### config.mk
export PLATFORM = sky130hd
export DESIGN_NAME = riscv_test_monitor
export DESIGN_NICKNAME = d
export VERILOG_FILES = /design/src/rtl/riscv_test_monitor.sv
export SDC_FILE = /design/constraint.sdc
export NUM_CORES = 1
export LEC_CHECK = 0
export CORE_MARGIN = 2
export CORE_UTILIZATION = 55
export CTS_BUF_LIST = sky130_fd_sc_hd__clkbuf_4 sky130_fd_sc_hd__clkbuf_8
export CTS_CLUSTER_DIAMETER = 40
export DETAILED_ROUTE_END_ITERATION = 10
export HOLD_SLACK_MARGIN = 0.03
export PLACE_DENSITY = 0.82
export SLEW_MARGIN = 10
export SYNTH_ARGS = -nofsm -noshare
export SYNTH_HDL_FRONTEND = slang
export SYNTH_SLANG_ARGS = --single-unit
export TNS_END_PERCENT = 30
### constraint.sdc
create_clock -name clk -period 8.25 [get_ports clk]
set_input_delay 1.65 -clock clk [delete_from_list [all_inputs] [get_ports clk]]
set_output_delay 1.65 -clock clk [all_outputs]
set_load 0.02 [all_outputs]
### src/rtl/riscv_test_monitor.sv
// riscv_test_monitor
// End-of-test checker that snoops the CPU register-file write-back port.
// It shadows the test-number and result GPRs. A write of 1 to the done GPR
// starts a settle window, after which the result is judged pass or fail.
// A watchdog declares a timeout if done never arrives. Every verdict is
// sticky until reset.

module riscv_test_monitor #(
   parameter int unsigned SETTLE_CYCLES  = 10,
   parameter int unsigned TIMEOUT_CYCLES = 100000,
   parameter int unsigned DONE_REG       = 26,
   parameter int unsigned RESULT_REG     = 27,
   parameter int unsigned TESTNUM_REG    = 3
) (
   input  logic        clk,
   input  logic        rst,
   input  logic        wb_we,
   input  logic [4:0]  wb_waddr,
   input  logic [31:0] wb_wdata,
   output logic        done,
   output logic        pass,
   output logic        fail,
   output logic        timeout,
   output logic [31:0] test_num,
   output logic [31:0] cycle_cnt
);

   typedef enum logic [2:0] {
      ST_RUN,
      ST_SETTLE,
      ST_PASS,
      ST_FAIL,
      ST_TIMEOUT
   } state_t;

   localparam logic [4:0]  DONE_ADDR    = 5'(DONE_REG);
   localparam logic [4:0]  RESULT_ADDR  = 5'(RESULT_REG);
   localparam logic [4:0]  TESTNUM_ADDR = 5'(TESTNUM_REG);
   localparam logic [31:0] TIMEOUT_LAST = 32'(TIMEOUT_CYCLES - 1);
   localparam logic [31:0] SETTLE_LAST  = 32'(SETTLE_CYCLES - 1);

   state_t      state_q, state_d;
   logic [31:0] test_num_q, test_num_d;
   logic [31:0] cycle_cnt_q, cycle_cnt_d;
   logic [31:0] result_q, result_d;
   logic [31:0] settle_cnt_q, settle_cnt_d;

   logic        snoop_active;
   logic        wr_valid;
   logic        wr_testnum;
   logic        wr_result;
   logic        wr_done_one;
   logic [31:0] result_now;

   // Decode the write-back port and compute the next state of every tracker.
   always_comb begin
      state_d      = state_q;
      test_num_d   = test_num_q;
      cycle_cnt_d  = cycle_cnt_q;
      result_d     = result_q;
      settle_cnt_d = settle_cnt_q;

      snoop_active = (state_q == ST_RUN) || (state_q == ST_SETTLE);
      wr_valid     = wb_we && (wb_waddr != 5'd0);
      wr_testnum   = wr_valid && (wb_waddr == TESTNUM_ADDR);
      wr_result    = wr_valid && (wb_waddr == RESULT_ADDR);
      wr_done_one  = wr_valid && (wb_waddr == DONE_ADDR) && (wb_wdata == 32'd1);
      result_now   = wr_result ? wb_wdata : result_q;

      if (snoop_active) begin
         if (cycle_cnt_q != 32'hFFFF_FFFF) begin
            cycle_cnt_d = cycle_cnt_q + 32'd1;
         end
         if (wr_testnum) begin
            test_num_d = wb_wdata;
         end
         if (wr_result) begin
            result_d = wb_wdata;
         end
      end

      case (state_q)
         ST_RUN: begin
            if (wr_done_one) begin
               state_d      = ST_SETTLE;
               settle_cnt_d = 32'd0;
            end else if (cycle_cnt_q == TIMEOUT_LAST) begin
               state_d = ST_TIMEOUT;
            end
         end
         ST_SETTLE: begin
            settle_cnt_d = settle_cnt_q + 32'd1;
            if (settle_cnt_q == SETTLE_LAST) begin
               state_d = (result_now == 32'd1) ? ST_PASS : ST_FAIL;
            end
         end
         default: begin
            state_d = state_q;
         end
      endcase
   end

   // State and shadow registers; reset restarts monitoring from RUN.
   always_ff @(posedge clk or posedge rst) begin
      if (rst) begin
         state_q      <= ST_RUN;
         test_num_q   <= 32'd0;
         cycle_cnt_q  <= 32'd0;
         result_q     <= 32'd0;
         settle_cnt_q <= 32'd0;
      end else begin
         state_q      <= state_d;
         test_num_q   <= test_num_d;
         cycle_cnt_q  <= cycle_cnt_d;
         result_q     <= result_d;
         settle_cnt_q <= settle_cnt_d;
      end
   end

   assign done      = (state_q == ST_PASS) || (state_q == ST_FAIL) || (state_q == ST_TIMEOUT);
   assign pass      = (state_q == ST_PASS);
   assign fail      = (state_q == ST_FAIL);
   assign timeout   = (state_q == ST_TIMEOUT);
   assign test_num  = test_num_q;
   assign cycle_cnt = cycle_cnt_q;

endmodule

==> impl_metrics.tcl <==
set metrics [dict create \
    relSlewSlack 0.3676 \
    post-synth-top-count-cell "dfrtp_1" \
    antenna_found_initial 0 \
    syn-cell-area_sq_um 6107 \
    p_leak_uw 0.003506 \
    netlist_top_cells_area "dfrtp_1, mux2_2, xor2_1" \
    setup_violations 0 \
    drt_pre_antenna_iters 5 \
    synth_top_area_frac 0.5368 \
    design.portCount 108 \
    combPwrFrac 0.031 \
    placed_cells 770 \
    clockRootBuffer "clkbuf_8" \
    grt_pass1_vias 5002 \
    worstSetupStartpointType "primary input" \
    final_antenna_net_count 0 \
    grt-ovfl-total 0 \
    grt_usage 0.2657 \
    final_nets 692 \
    area_growth_syn_to_layout_pct 26.53 \
    drt_iter0_drc 294 \
    drive_gt1_frac 0.1647 \
    ys_types 42 \
    pwr-share-seq 0.509 \
    hold_path.class "reg2reg" \
    path_class "in2reg" \
    slew_viol_final 0 \
    drt_wl_total_mm 14.67 \
    clk_latency_ns 0.44 \
    rsz0062_at_grt "no" \
    grt_pass1_wl_mm 24.42 \
    ys_seq_area_frac 0.5368 \
    wl_per_cell_um 18.30 \
    numCtsBuffers 17 \
    cts_buffer_depth 2 \
    post-cts-setup-buffers 0 \
    hold_violations 0 \
    start_util 0.5634 \
    clockPowerShare 0.460 \
    synthArstFlopShare 1.000 \
    ctsResizeCount 0 \
    post-route-period-util 0.5024 \
    instances_no_fill 802 \
    outcome "completed" \
    grt_max_degree 69 \
    nFillCells 781 \
    ir_worst_vdd_uv 137.5 \
    power_density_nw_per_um2 163.0 \
    antennaDiodeCount 0 \
    p_switching_uw 288.9 \
    ys.flop_type "dfrtp_1" \
    fmax_ghz 0.2413 \
    routabilityCongestion 0.8765 \
    cts_hold_buf 0 \
    dieArea_sq_um 11960 \
    synth_seq_cells 131 \
    synth_edf_count 0 \
    p_int_uw 970.7 \
    cp.arrival_ns 4.46 \
    maxCapViolCount 0 \
    vias_per_cell 6.054 \
    design.core.area_sq_um 10840 \
    worst_pin_slew_ns 0.9485 \
    cts_max_level 4 \
    dr_total_vias 4855 \
    swShare 0.2293 \
    dieWidth_um 109.4 \
    dpl.hpwl_mm 10.20 \
    worst_ep_required_time_ns 8.56 \
    synth_nets 583 \
    synth_cells 540 \
    yosysTopAreaCell "dfrtp_1" \
    final_core_util 0.7128 \
    fin_worst_skew_ns 0.007359 \
    cts_tree "done" \
    path_max_fanout 27 \
    drc 0 \
    syn_area_per_cell_sq_um 11.31 \
    fp.dieH_um 109.4 \
    clkSlewWorstSetupHoldPaths_ns 0.07 \
    rows 38 \
    worst_setup_path_end_kind "flip-flop" \
    tns_ns 0 \
    layout_min_cycle_time_ns 4.145 \
    clkSinkCount 131 \
    synth_common_cells "dfrtp_1, mux2_2, nor2_1, nand2_1, nand3_1" \
    yosys_warnings 0 \
    port_buffers 107 \
]
==> worst max-delay path, stage by stage <==
cell and delay, ns:
clkdlybuf4s50_1 0.45, nor4_1 0.47, nand4_1 0.26, nor3_1 0.41, and4_1 0.91, or4_1 0.23, o21ai_0 0.08
==> flip-flops by register name (all words and copies together) (netlist names) <==
register and flops:
cycle_cnt 32, result_q 32, settle_cnt_q 32, state_q 3, test_num 32
==> cell usage in the layout, fill, tap and decap left out, types with 3 or more instances in the layout <==
cell type | Yosys | final
bufinv_16 | 0 | 3
nor4_1 | 25 | 25
and3_1 | 14 | 14
o211ai_1 | 7 | 7
mux2_2 | 65 | 65
clkbuf_8 | 0 | 18
clkinv_4 | 0 | 4
and2_1 | 4 | 4
xor2_1 | 25 | 25
inv_1 | 7 | 6
a21oi_1 | 7 | 7
or4_1 | 10 | 10
xnor2_1 | 23 | 23
buf_4 | 0 | 5
o21ai_0 | 18 | 18
dfrtp_1 | 131 | 131
nand4_1 | 23 | 23
ha_1 | 3 | 3
nor4b_1 | 3 | 3
clkdlybuf4s50_1 | 0 | 107
nand3_1 | 26 | 26
nand2_1 | 33 | 33
nor2_1 | 34 | 34
or3_1 | 6 | 6
o2111ai_1 | 6 | 6
nor3_1 | 16 | 16
and4_1 | 11 | 11
==> metrics by stage <==
step	cell area (sq um)	total power (uW)	worst slack (ns)	hold slack (ns)
finish	7727	1260	4.105	0.5047
global route	7727	1303	3.929	0.5225
floorplan	6107	665.8	3.102	0.4716
detailed placement	7301	694.3	3.671	0.4877
CTS	7727	1268	4.132	0.5040
global placement	7301	693.6	3.790	0.4852
==> cell families after synthesis <==
family / synth area share
xor+xnor: 0.06884
buf+inv: 0.01946
simple gates: 0.1952
fa+ha+maj: 0.006147
compound gates: 0.05368
mux: 0.1199
flops: 0.5368
==> area by class of cell <==
type / count / area [sq um] / share of cell area
clock buffers: 18 / 247.7 / 0.03206
clock inverters: 14 / 178.9 / 0.02315
inverters: 7 / 28.78 / 0.003724
multi-input cells: 380 / 2710 / 0.3507
flip-flops and latches: 131 / 3278 / 0.4242
well taps: 140 / 175.2 / 0.02267
repair buffers: 112 / 1109 / 0.1435
==> power by group through the flow <==
stage | Clock [uW] | Sequential (uW) | Combinational, uW
floorplan | 0 | 654 | 11.4
global placement | 0 | 654 | 39.4
detailed placement | 0 | 654 | 40.0
CTS | 586 | 642 | 40.1
global route | 618 | 641 | 43.6
finish | 579 | 642 | 39.2
==> routing by layer <==
metal	track usage	wire, um	up-vias	share of wire
met1	0.3284	5898	2403	0.40
met3	0.08062	1059	33	0.072
met4	0.09855	252	0	0.017
li1	-	-	2222	-
met5	0	0	-	0
met2	0.4414	7463	197	0.51
==> final timing paths <==
path	from	cells past startpoint	slack [ns]	endpoint
worst max-delay path	wb_wdata[20]	7	4.11	settle_cnt_q[27]
worst min-delay path	result_q[13]	1	0.50	result_q[13]
worst max register to register	cycle_cnt[0]	6	5.68	cycle_cnt[1]
worst min register to register	result_q[13]	1	0.50	result_q[13]
max in group asynchronous	rst	3	5.19	cycle_cnt[16]
min in group asynchronous	rst	2	1.69	test_num[3]
(Power assumes the default switching activity.)
